===== config.mk =====
export PLATFORM = sky130hd
export DESIGN_NAME = line_buffer_ctrl
export DESIGN_NICKNAME = d
export VERILOG_FILES = /design/src/rtl/line_buffer_pkg.sv /design/src/rtl/lb_window_mux.sv /design/src/rtl/line_buffer_ctrl.sv
export SDC_FILE = /design/constraint.sdc
export NUM_CORES = 1
export LEC_CHECK = 0
export CORE_MARGIN = 1
export CORE_UTILIZATION = 45
export CTS_BUF_LIST = sky130_fd_sc_hd__clkbuf_8
export DETAILED_ROUTE_END_ITERATION = 7
export GPL_TIMING_DRIVEN = 0
export PLACE_DENSITY = 0.92
export SYNTH_ARGS = -nofsm -noshare
export SYNTH_HDL_FRONTEND = slang
export SYNTH_HIERARCHICAL = 1
export SYNTH_SLANG_ARGS = --single-unit

===== constraint.sdc =====
create_clock -name clk -period 4.55 [get_ports clk]
set_clock_uncertainty 0.2 [all_clocks]
set_input_delay 0.91 -clock clk [delete_from_list [all_inputs] [get_ports clk]]
set_output_delay 0.91 -clock clk [all_outputs]
set_load 0.005 [all_outputs]

===== src/rtl/line_buffer_pkg.sv =====
// Shared sizing, FSM state type and read-mask helper for the line-buffer controller.
// Declarations only: no state, no timing, no flow control.
package line_buffer_pkg;

  localparam int LB_COUNT    = 4;
  localparam int KERNEL_ROWS = 3;
  localparam int FILL_W      = 12;

  localparam logic [LB_COUNT-1:0] KERNEL_MASK0 = LB_COUNT'((1 << KERNEL_ROWS) - 1);

  typedef logic [1:0] lb_sel_t;

  typedef enum logic {
    ST_IDLE,
    ST_READ
  } rd_state_t;

  // Rotate the base three-row mask so that bit `base` is the top row.
  function automatic logic [LB_COUNT-1:0] kernel_mask(input lb_sel_t base);
    logic [2*LB_COUNT-1:0] ext;
    ext = {{LB_COUNT{1'b0}}, KERNEL_MASK0} << base;
    return ext[LB_COUNT-1:0] | ext[2*LB_COUNT-1:LB_COUNT];
  endfunction

endpackage


===== src/rtl/lb_window_mux.sv =====
// Picks three of the four line-buffer outputs as top/middle/bottom window rows.
// Purely combinational, zero latency; no flow control of its own.
module lb_window_mux
  import line_buffer_pkg::*;
#(
  parameter int ROW_W = 24
) (
  input  logic [1:0]         rd_sel,
  input  logic [ROW_W-1:0]   lb_data0,
  input  logic [ROW_W-1:0]   lb_data1,
  input  logic [ROW_W-1:0]   lb_data2,
  input  logic [ROW_W-1:0]   lb_data3,
  output logic [3*ROW_W-1:0] window_out
);

  logic [ROW_W-1:0] rows [LB_COUNT];
  lb_sel_t          mid_sel;
  lb_sel_t          bot_sel;

  assign rows[0] = lb_data0;
  assign rows[1] = lb_data1;
  assign rows[2] = lb_data2;
  assign rows[3] = lb_data3;

  always_comb begin
    mid_sel    = rd_sel + 2'd1;
    bot_sel    = rd_sel + 2'd2;
    window_out = {rows[rd_sel], rows[mid_sel], rows[bot_sel]};
  end

endmodule


===== src/rtl/line_buffer_ctrl.sv =====
// Round-robin line-buffer write steering plus lock-step 3-line read sequencing for a 3x3 kernel.
// Write enables are same-cycle; READ starts one edge after 3 lines are held; in_ready drops when all 4 slots are full.
module line_buffer_ctrl
  import line_buffer_pkg::*;
#(
  parameter int LINE_WIDTH = 512,
  parameter int PIXEL_W    = 8
) (
  input  logic                  clk,
  input  logic                  rst,
  input  logic [PIXEL_W-1:0]    pixel_in,
  input  logic                  pixel_in_valid,
  output logic                  in_ready,
  output logic [LB_COUNT-1:0]   lb_input_valid,
  output logic [LB_COUNT-1:0]   lb_read_data,
  input  logic [3*PIXEL_W-1:0]  lb_data0,
  input  logic [3*PIXEL_W-1:0]  lb_data1,
  input  logic [3*PIXEL_W-1:0]  lb_data2,
  input  logic [3*PIXEL_W-1:0]  lb_data3,
  output logic [9*PIXEL_W-1:0]  window_out,
  output logic                  window_valid,
  output logic                  intr
);

  localparam int                CNT_W       = $clog2(LINE_WIDTH);
  localparam logic [CNT_W-1:0]  CNT_LAST    = CNT_W'(LINE_WIDTH - 1);
  localparam logic [CNT_W-1:0]  CNT_ONE     = CNT_W'(1);
  localparam logic [FILL_W-1:0] FILL_ONE    = FILL_W'(1);
  localparam logic [FILL_W-1:0] FILL_LINE   = FILL_W'(LINE_WIDTH);
  localparam logic [FILL_W-1:0] FILL_KERNEL = FILL_W'(KERNEL_ROWS * LINE_WIDTH);
  localparam logic [FILL_W-1:0] FILL_FULL   = FILL_W'(LB_COUNT * LINE_WIDTH);

  rd_state_t         state;
  rd_state_t         state_nxt;
  logic [CNT_W-1:0]  wr_cnt;
  logic [CNT_W-1:0]  rd_cnt;
  lb_sel_t           wr_sel;
  lb_sel_t           rd_sel;
  logic [FILL_W-1:0] fill;
  logic [FILL_W-1:0] fill_nxt;
  logic              accept;
  logic              wr_last;
  logic              rd_last;

  // Pixel data bypasses the controller: the line buffers tap pixel_in directly.
  logic pixel_unused;
  assign pixel_unused = ^pixel_in;

  assign in_ready       = (fill != FILL_FULL);
  assign accept         = pixel_in_valid && in_ready;
  assign wr_last        = accept && (wr_cnt == CNT_LAST);
  assign rd_last        = (state == ST_READ) && (rd_cnt == CNT_LAST);
  assign lb_input_valid = {{(LB_COUNT-1){1'b0}}, accept} << wr_sel;

  always_comb begin
    fill_nxt = fill;
    if (accept) begin
      fill_nxt = fill_nxt + FILL_ONE;
    end
    if (rd_last) begin
      fill_nxt = fill_nxt - FILL_LINE;
    end
  end

  // IDLE looks at the post-edge fill so READ starts right after the third line lands.
  always_comb begin
    state_nxt    = state;
    lb_read_data = '0;
    window_valid = 1'b0;
    case (state)
      ST_IDLE: begin
        if (fill_nxt >= FILL_KERNEL) begin
          state_nxt = ST_READ;
        end
      end
      ST_READ: begin
        lb_read_data = kernel_mask(rd_sel);
        window_valid = 1'b1;
        if (rd_last) begin
          state_nxt = ST_IDLE;
        end
      end
      default: state_nxt = ST_IDLE;
    endcase
  end

  always_ff @(posedge clk) begin
    if (rst) begin
      state  <= ST_IDLE;
      wr_cnt <= '0;
      rd_cnt <= '0;
      wr_sel <= '0;
      rd_sel <= '0;
      fill   <= '0;
      intr   <= 1'b0;
    end else begin
      state <= state_nxt;
      fill  <= fill_nxt;
      intr  <= rd_last;
      if (accept) begin
        if (wr_last) begin
          wr_cnt <= '0;
          wr_sel <= wr_sel + 2'd1;
        end else begin
          wr_cnt <= wr_cnt + CNT_ONE;
        end
      end
      if (state == ST_READ) begin
        if (rd_last) begin
          rd_cnt <= '0;
          rd_sel <= rd_sel + 2'd1;
        end else begin
          rd_cnt <= rd_cnt + CNT_ONE;
        end
      end
    end
  end

  lb_window_mux #(
    .ROW_W (3*PIXEL_W)
  ) u_window_mux (
    .rd_sel     (rd_sel),
    .lb_data0   (lb_data0),
    .lb_data1   (lb_data1),
    .lb_data2   (lb_data2),
    .lb_data3   (lb_data3),
    .window_out (window_out)
  );

endmodule


==> results.md, run 1 <==
- Routed vias/inst: 6.21
- Diode count: 0
- Port Buffers: 180
- Routed Antenna Nets: 0
- Placer Congestion: 0.867
- Initial core utilization: 0.466
- Placed instance count: 589
- Sequential cell area: 721 um^2
- Leak: 1.89 nW
- Nature of the critical path endpoint: output pin
- Inserted Clock Buffers: 5
- Core area: 7770 um^2
- CP max FO: 10
- Syn Area/Cell: 11.8 um^2
- Layout cells sized above 1: 0.202
- Syn Std Cell Area: 3620 um^2
- CTS tree: yes
- Slew Viols, Final: 0
- Fin crit share: 0.794
- Area share of the largest cell type after synthesis: 0.423
- Drt total wl: 13200 um
- Clk Tree Root Cell: clkbuf_8
- CP Launch Type: flip-flop
- Core Util, Final: 0.726
- Largest net degree at the start of global routing: 11
- Top FF cell, synth: dfxtp_1
- Num Clock Sinks: 36
- Synth cell count leaders: mux4_2 (68), nor2_1 (44), dfxtp_1 (36), nand2_1 (20), xor2_1 (14)
- VDD IR max: 237 uV
- Worst Path Arrival: 2500 ps
- Number of post-CTS setup repair buffers: 0
- Hpwl dp: 10600 um
- Critical Path RT: 3440 ps
- Post_cts resized: 0
- Async set-reset flop share out of synthesis: 0
- Die W: 91.7 um
- Number of synthesized flops with an enable pin: 0
- Area occupied by multi-input gates: 2670 um^2
- Relative slew slack: 0.605
- Fin nets: 612
- Initial antenna violation count: 1
- Worst hold path class: reg -> reg
- Max_cap viols: 0
- Clock-pin slew on the worst setup and hold paths: 70 ps
- Clk buf depth: 2
- Ys Warns: 6
- Sequential share of the synthesized area: 0.199
- Dpl ws: 1070 ps
- Setup violations, final: 0
- Unrepaired setup endpoints after global routing: no
- Drt initial violations: 219
- Syn nets: 425
- Status: complete, no violations
- Residual DRC: 0
- Main area contributors after synthesis: mux4_2 (42%), dfxtp_1 (20%), nor2_1 (4.6%)
- First drt pass iteration count: 5
- Die Footprint: 8400 um^2
- I/O pins: 190
- Yosys reg bits: 36
- Chip height: 91.7 um
- Max frequency: 277 MHz
- Final cell count without fillers: 597
- Worst skew pair latency: 290 ps
- PnR worst setup slack: 938 ps
- Hold-fix buffers, CTS: 0
- PwrDens: 146 nW/um^2
- H-tree depth: 2
- Count of cell types in the netlist: 38
- Vias in the first global route: 3694
- Global route total overflow: 0
- Fin Setup TNS: 0 ps
- Slew @ Worst Pin: 593 ps
- Pwr Total: 820 uW
- Post-synthesis cell count: 307
- Fillers: 558
- DR WL/cell: 22.2 um
- Num rows: 32
- Crit path kind: reg -> out
- Leading area contributor after synthesis: mux4_2
- Via count: 3705
- Area growth syn-to-layout: 55.8%
- Crit path time final: 3610 ps
- Most common cell in the synthesized netlist: mux4_2
- Tot GR Track Use: 0.317
- Final Hold Fails: 0
- First-pass GRT wire length: 20400 um
## cell type report
cell class / count / area share
multi-input combinational: 241 / 0.473
inverter: 5 / 0.00333
clock inverter: 2 / 0.00133
tap: 102 / 0.0226
buffer: 25 / 0.0375
clock buffer: 6 / 0.0147
sequential: 36 / 0.128
timing repair buffer: 180 / 0.320
## metal layers
layer,global-route usage,vias to the layer above,wire (um)
met3,0.0614,42,1280
met4,0.160,2,652
met2,0.536,239,6510
met1,0.385,1828,4790
met5,0,-,17
li1,-,1594,-
## cells by family (layout without fill, tap and decap cells)
family | count (synthesis) | count (layout) | synth area share
muxes | 72 | 72 | 0.452
AOI/OAI and AO/OA | 26 | 26 | 0.0495
DFF | 36 | 36 | 0.199
adders and majority gates | 11 | 11 | 0.0380
buffers and inverters | 30 | 218 | 0.0636
xor gates and xnor gates | 21 | 21 | 0.0508
and+or+nand+nor | 111 | 111 | 0.146
## flip-flops by register name, summed over array words and instances, names as in the netlist
signal  cells
wr_sel      2
rd_cnt      9
fill       12
state       1
wr_cnt      9
intr        1
rd_sel      2
## stage by stage
step | hold slack (ps) | cell area (um^2)
after detailed placement | 257 | 5550
after global routing | 290 | 5640
after CTS | 266 | 5640
final | 261 | 5640
after floorplan | 236 | 3620
after global placement | 246 | 5550
## report_power, final
part	total, mW	internal, mW	switching (mW)
registers	0.322	0.318	0.00387
logic	0.271	0.181	0.0897
clock network	0.228	0.119	0.109
total	0.820	0.618	0.202
## cells in the final DEF (no fill, tap or decap)
cell type          n
nor2_1            44
a22oi_1            2
nand2_1           20
mux4_1             4
o31a_1             1
or4_1              1
nand2_2            1
nor3_1             6
xor2_1            14
dfxtp_1           36
buf_4              6
and3_1             5
and2_1             1
buf_6             11
a31oi_1            3
or4b_4             1
nor4_1             1
buf_8              1
a21oi_1           11
buf_2              1
ha_1              11
o31ai_4            1
inv_1              7
nand3b_1           3
mux4_2            68
a211oi_1           1
clkbuf_8           6
o21ai_0            4
or2_2              1
clkbuf_1           6
nand3_1           12
xnor2_1            7
nand4_1            8
or3_1              3
clkdlybuf4s50_1  180
or4b_1             1
a311oi_2           1
nand2b_1           2
nor3b_1            1
o21ai_2            2
## final timing paths
check	slack [ps]	to	depth (start not counted)	from
worst min-delay path	260	wr_cnt[8]	2	wr_cnt[8]
worst max register to register	2100	state	9	fill[0]
worst max-delay path	940	lb_input_valid[3]	7	fill[0]
worst min register to register	260	wr_cnt[8]	2	wr_cnt[8]
## worst max-delay path: stages, from the launching register on
cell and delay (ps):
dfxtp_1 350, inv_1 70, ha_1 130, or4b_4 480, o31a_1 380, buf_6 170
and3_1 180, clkdlybuf4s50_1 440
Note: power is estimated with default switching activity, not from simulation.
==> run 2: changes to the inputs <==
--- a/config.mk
+++ b/config.mk
@@ -6,11 +6,11 @@
 export NUM_CORES = 1
 export LEC_CHECK = 0
 export CORE_MARGIN = 1
-export CORE_UTILIZATION = 45
+export CORE_UTILIZATION = 37
 export CTS_BUF_LIST = sky130_fd_sc_hd__clkbuf_8
 export DETAILED_ROUTE_END_ITERATION = 7
 export GPL_TIMING_DRIVEN = 0
-export PLACE_DENSITY = 0.92
+export PLACE_DENSITY = 0.81
 export SYNTH_ARGS = -nofsm -noshare
 export SYNTH_HDL_FRONTEND = slang
 export SYNTH_HIERARCHICAL = 1
==> constraint.sdc (replaced) <==
create_clock -name clk -period 3.18 [get_ports clk]
set_clock_uncertainty 0.2 [all_clocks]
set_input_delay 0.636 -clock clk [delete_from_list [all_inputs] [get_ports clk]]
set_output_delay 0.636 -clock clk [all_outputs]
set_load 0.005 [all_outputs]
==> run 2 against run 1 <==
  * Critical endpoint is now lb_input_valid[2]
  * Largest cell class unchanged
  * Combinational power grew 43%
  * Worst setup slack lost 860 ps
  * Highest routed layer is now met4
  * First-iteration DRC count shrank 24%
  * Hold slack gained 3.4 ps
  * Wire length shrank 4.2%
  * Sequential power grew 43%
  * Non-clock buffer count grew 4
  * Final cell count grew 5.0%
==> results.md, run 2 (synthesis gave the netlist of run 1 again) <==
- Status: complete, no violations
- Hpwl dp: 10200 um
- Sw Pwr: 288 uW
- Area occupied by multi-input gates: 2670 um^2
- Via count: 3589
- Design area: 5720 um^2
- Worst hold path class: reg -> reg
- PnR worst setup slack: 74.0 ps
- CP peak stage delay: 480 ps
- Relative slew slack: 0.634
- Crit path kind: reg -> out
- Port Buffers: 180
- Die W: 101 um
- Max frequency: 322 MHz
- Fillers: 772
- Fin crit share: 0.977
- Leak: 1.93 nW
- Clk network pwr share: 0.292
- Max_cap viols: 0
- H-tree depth: 2
- Crit path max-delay cell type: or4b_4
- Fin nets: 616
- Drt total wl: 12700 um
- I/O pins: 190
- Most flop-heavy register: fill
- Vias in the first global route: 3513
- Hold-fix buffers, CTS: 0
- Fin Setup TNS: 0 ps
- Sequential share of power: 0.385
- Tot GR Track Use: 0.246
- Sw frac: 0.240
- Flop2flop setup slack: 860 ps
- Residual DRC: 0
- Slew @ Worst Pin: 549 ps
- Max FFs per register: 12
- Routed vias/inst: 5.72
- Cell-internal power: 911 uW
- Worst Path Arrival: 2270 ps
- Commonest non-fill, non-tap cell in the layout: clkdlybuf4s50_1
- Num rows: 35
- Slew Viols, Final: 0
- PwrDens: 210 nW/um^2
- Chip height: 101 um
- Most frequent cells in the layout: clkdlybuf4s50_1 (179), mux4_2 (68), nor2_1 (44), dfxtp_1 (34), nand2_1 (20)
- Placement Cell Area: 5580 um^2
- CP cell instances: inv_1 -> ha_1 -> or4b_4 -> o31ai_4 -> buf_6 -> nor3b_1 -> clkdlybuf4s50_1
- Initial antenna violation count: 0
- Clock-pin slew on the worst setup and hold paths: 70 ps
- Area growth syn-to-layout: 58.0%
- Largest net degree at the start of global routing: 11
- DR WL/cell: 20.2 um
- Diode count: 0
- Crit path time final: 3110 ps
- CP max FO: 10
- Top flop regs: fill (12), rd_cnt (9), wr_cnt (9)
- Drt initial violations: 166
- Core Util, Final: 0.610
- Worst skew pair latency: 290 ps
- Sequential cell area: 723 um^2
- Core area: 9370 um^2
- Final Hold Fails: 0
- Gate power share: 0.323
- Dpl ws: 159 ps
- Global route total overflow: 0
- Inserted Clock Buffers: 5
- Critical Path RT: 2340 ps
- First drt pass iteration count: 4
- CTS tree: yes
- Clk buf depth: 2
- Die Footprint: 10200 um^2
- Num Clock Sinks: 36
- Initial core utilization: 0.386
- Setup violations, final: 0
- First-pass GRT wire length: 18900 um
- Placer Congestion: 0.844
- Clk Tree Root Cell: clkbuf_8
- VDD IR max: 258 uV
- Routed Antenna Nets: 0
- CP Launch Type: flip-flop
- Layout cells sized above 1: 0.215
- Nature of the critical path endpoint: output pin
-- run 2: area by class of cell --
class,instances,area share
buffer,25,0.0377
inverter,5,0.00328
sequential,36,0.127
clock buffer,7,0.0169
multi-input combinational,241,0.467
tap,129,0.0282
timing repair buffer,184,0.321
-- run 2: through the flow --
| step | hold slack [ps] | cells | total power [mW] |
|---|---|---|---|
| after floorplan | 236 | 307 | 0.580 |
| after global placement | 247 | 616 | 0.838 |
| after detailed placement | 257 | 616 | 0.850 |
| after CTS | 266 | 625 | 1.20 |
| after global routing | 312 | 627 | 1.25 |
| final | 265 | 627 | 1.20 |
-- run 2: worst max-delay path: cells and delay by family (launching register included) --
kind	cells	cell delay, ps
adders and majority gates	1	130
AOI/OAI and AO/OA	1	290
buffers and inverters	3	690
DFF	1	350
and+or+nand+nor	2	530
-- run 2: repair_timing --
action / in CTS / in global routing
endpoints found under the setup margin: 4 / 3
resized for setup: 2 / 2
buffers inserted: 2 / 2
pin swaps: 2 / 1
-- run 2: metal layers --
metal / part of all wire / vias up / wire [um] / global-route usage
met5: 0 / - / 0 / 0
met4: 0.050 / 0 / 637 / 0.126
met3: 0.098 / 36 / 1250 / 0.0742
met2: 0.50 / 171 / 6340 / 0.430
met1: 0.35 / 1776 / 4470 / 0.271
li1: - / 1606 / - / -
-- run 2: power groups by stage --
| stage | clock (mW) | sequential, mW | combinational, mW |
|---|---|---|---|
| 2_1_floorplan | 0 | 0.470 | 0.111 |
| 3_3_place_gp | 0 | 0.471 | 0.367 |
| 3_5_place_dp | 0 | 0.471 | 0.379 |
| 4_1_cts | 0.355 | 0.461 | 0.385 |
| 5_1_grt | 0.377 | 0.462 | 0.407 |
| 6_report | 0.351 | 0.461 | 0.387 |
-- run 2: path summary, 6_finish.rpt --
path,from,end,cells after the start
setup / recovery,fill[0],lb_input_valid[2],7
setup reg to reg,fill[0],state,9
hold reg to reg,wr_cnt[8],wr_cnt[8],2
hold / removal,wr_cnt[8],wr_cnt[8],2
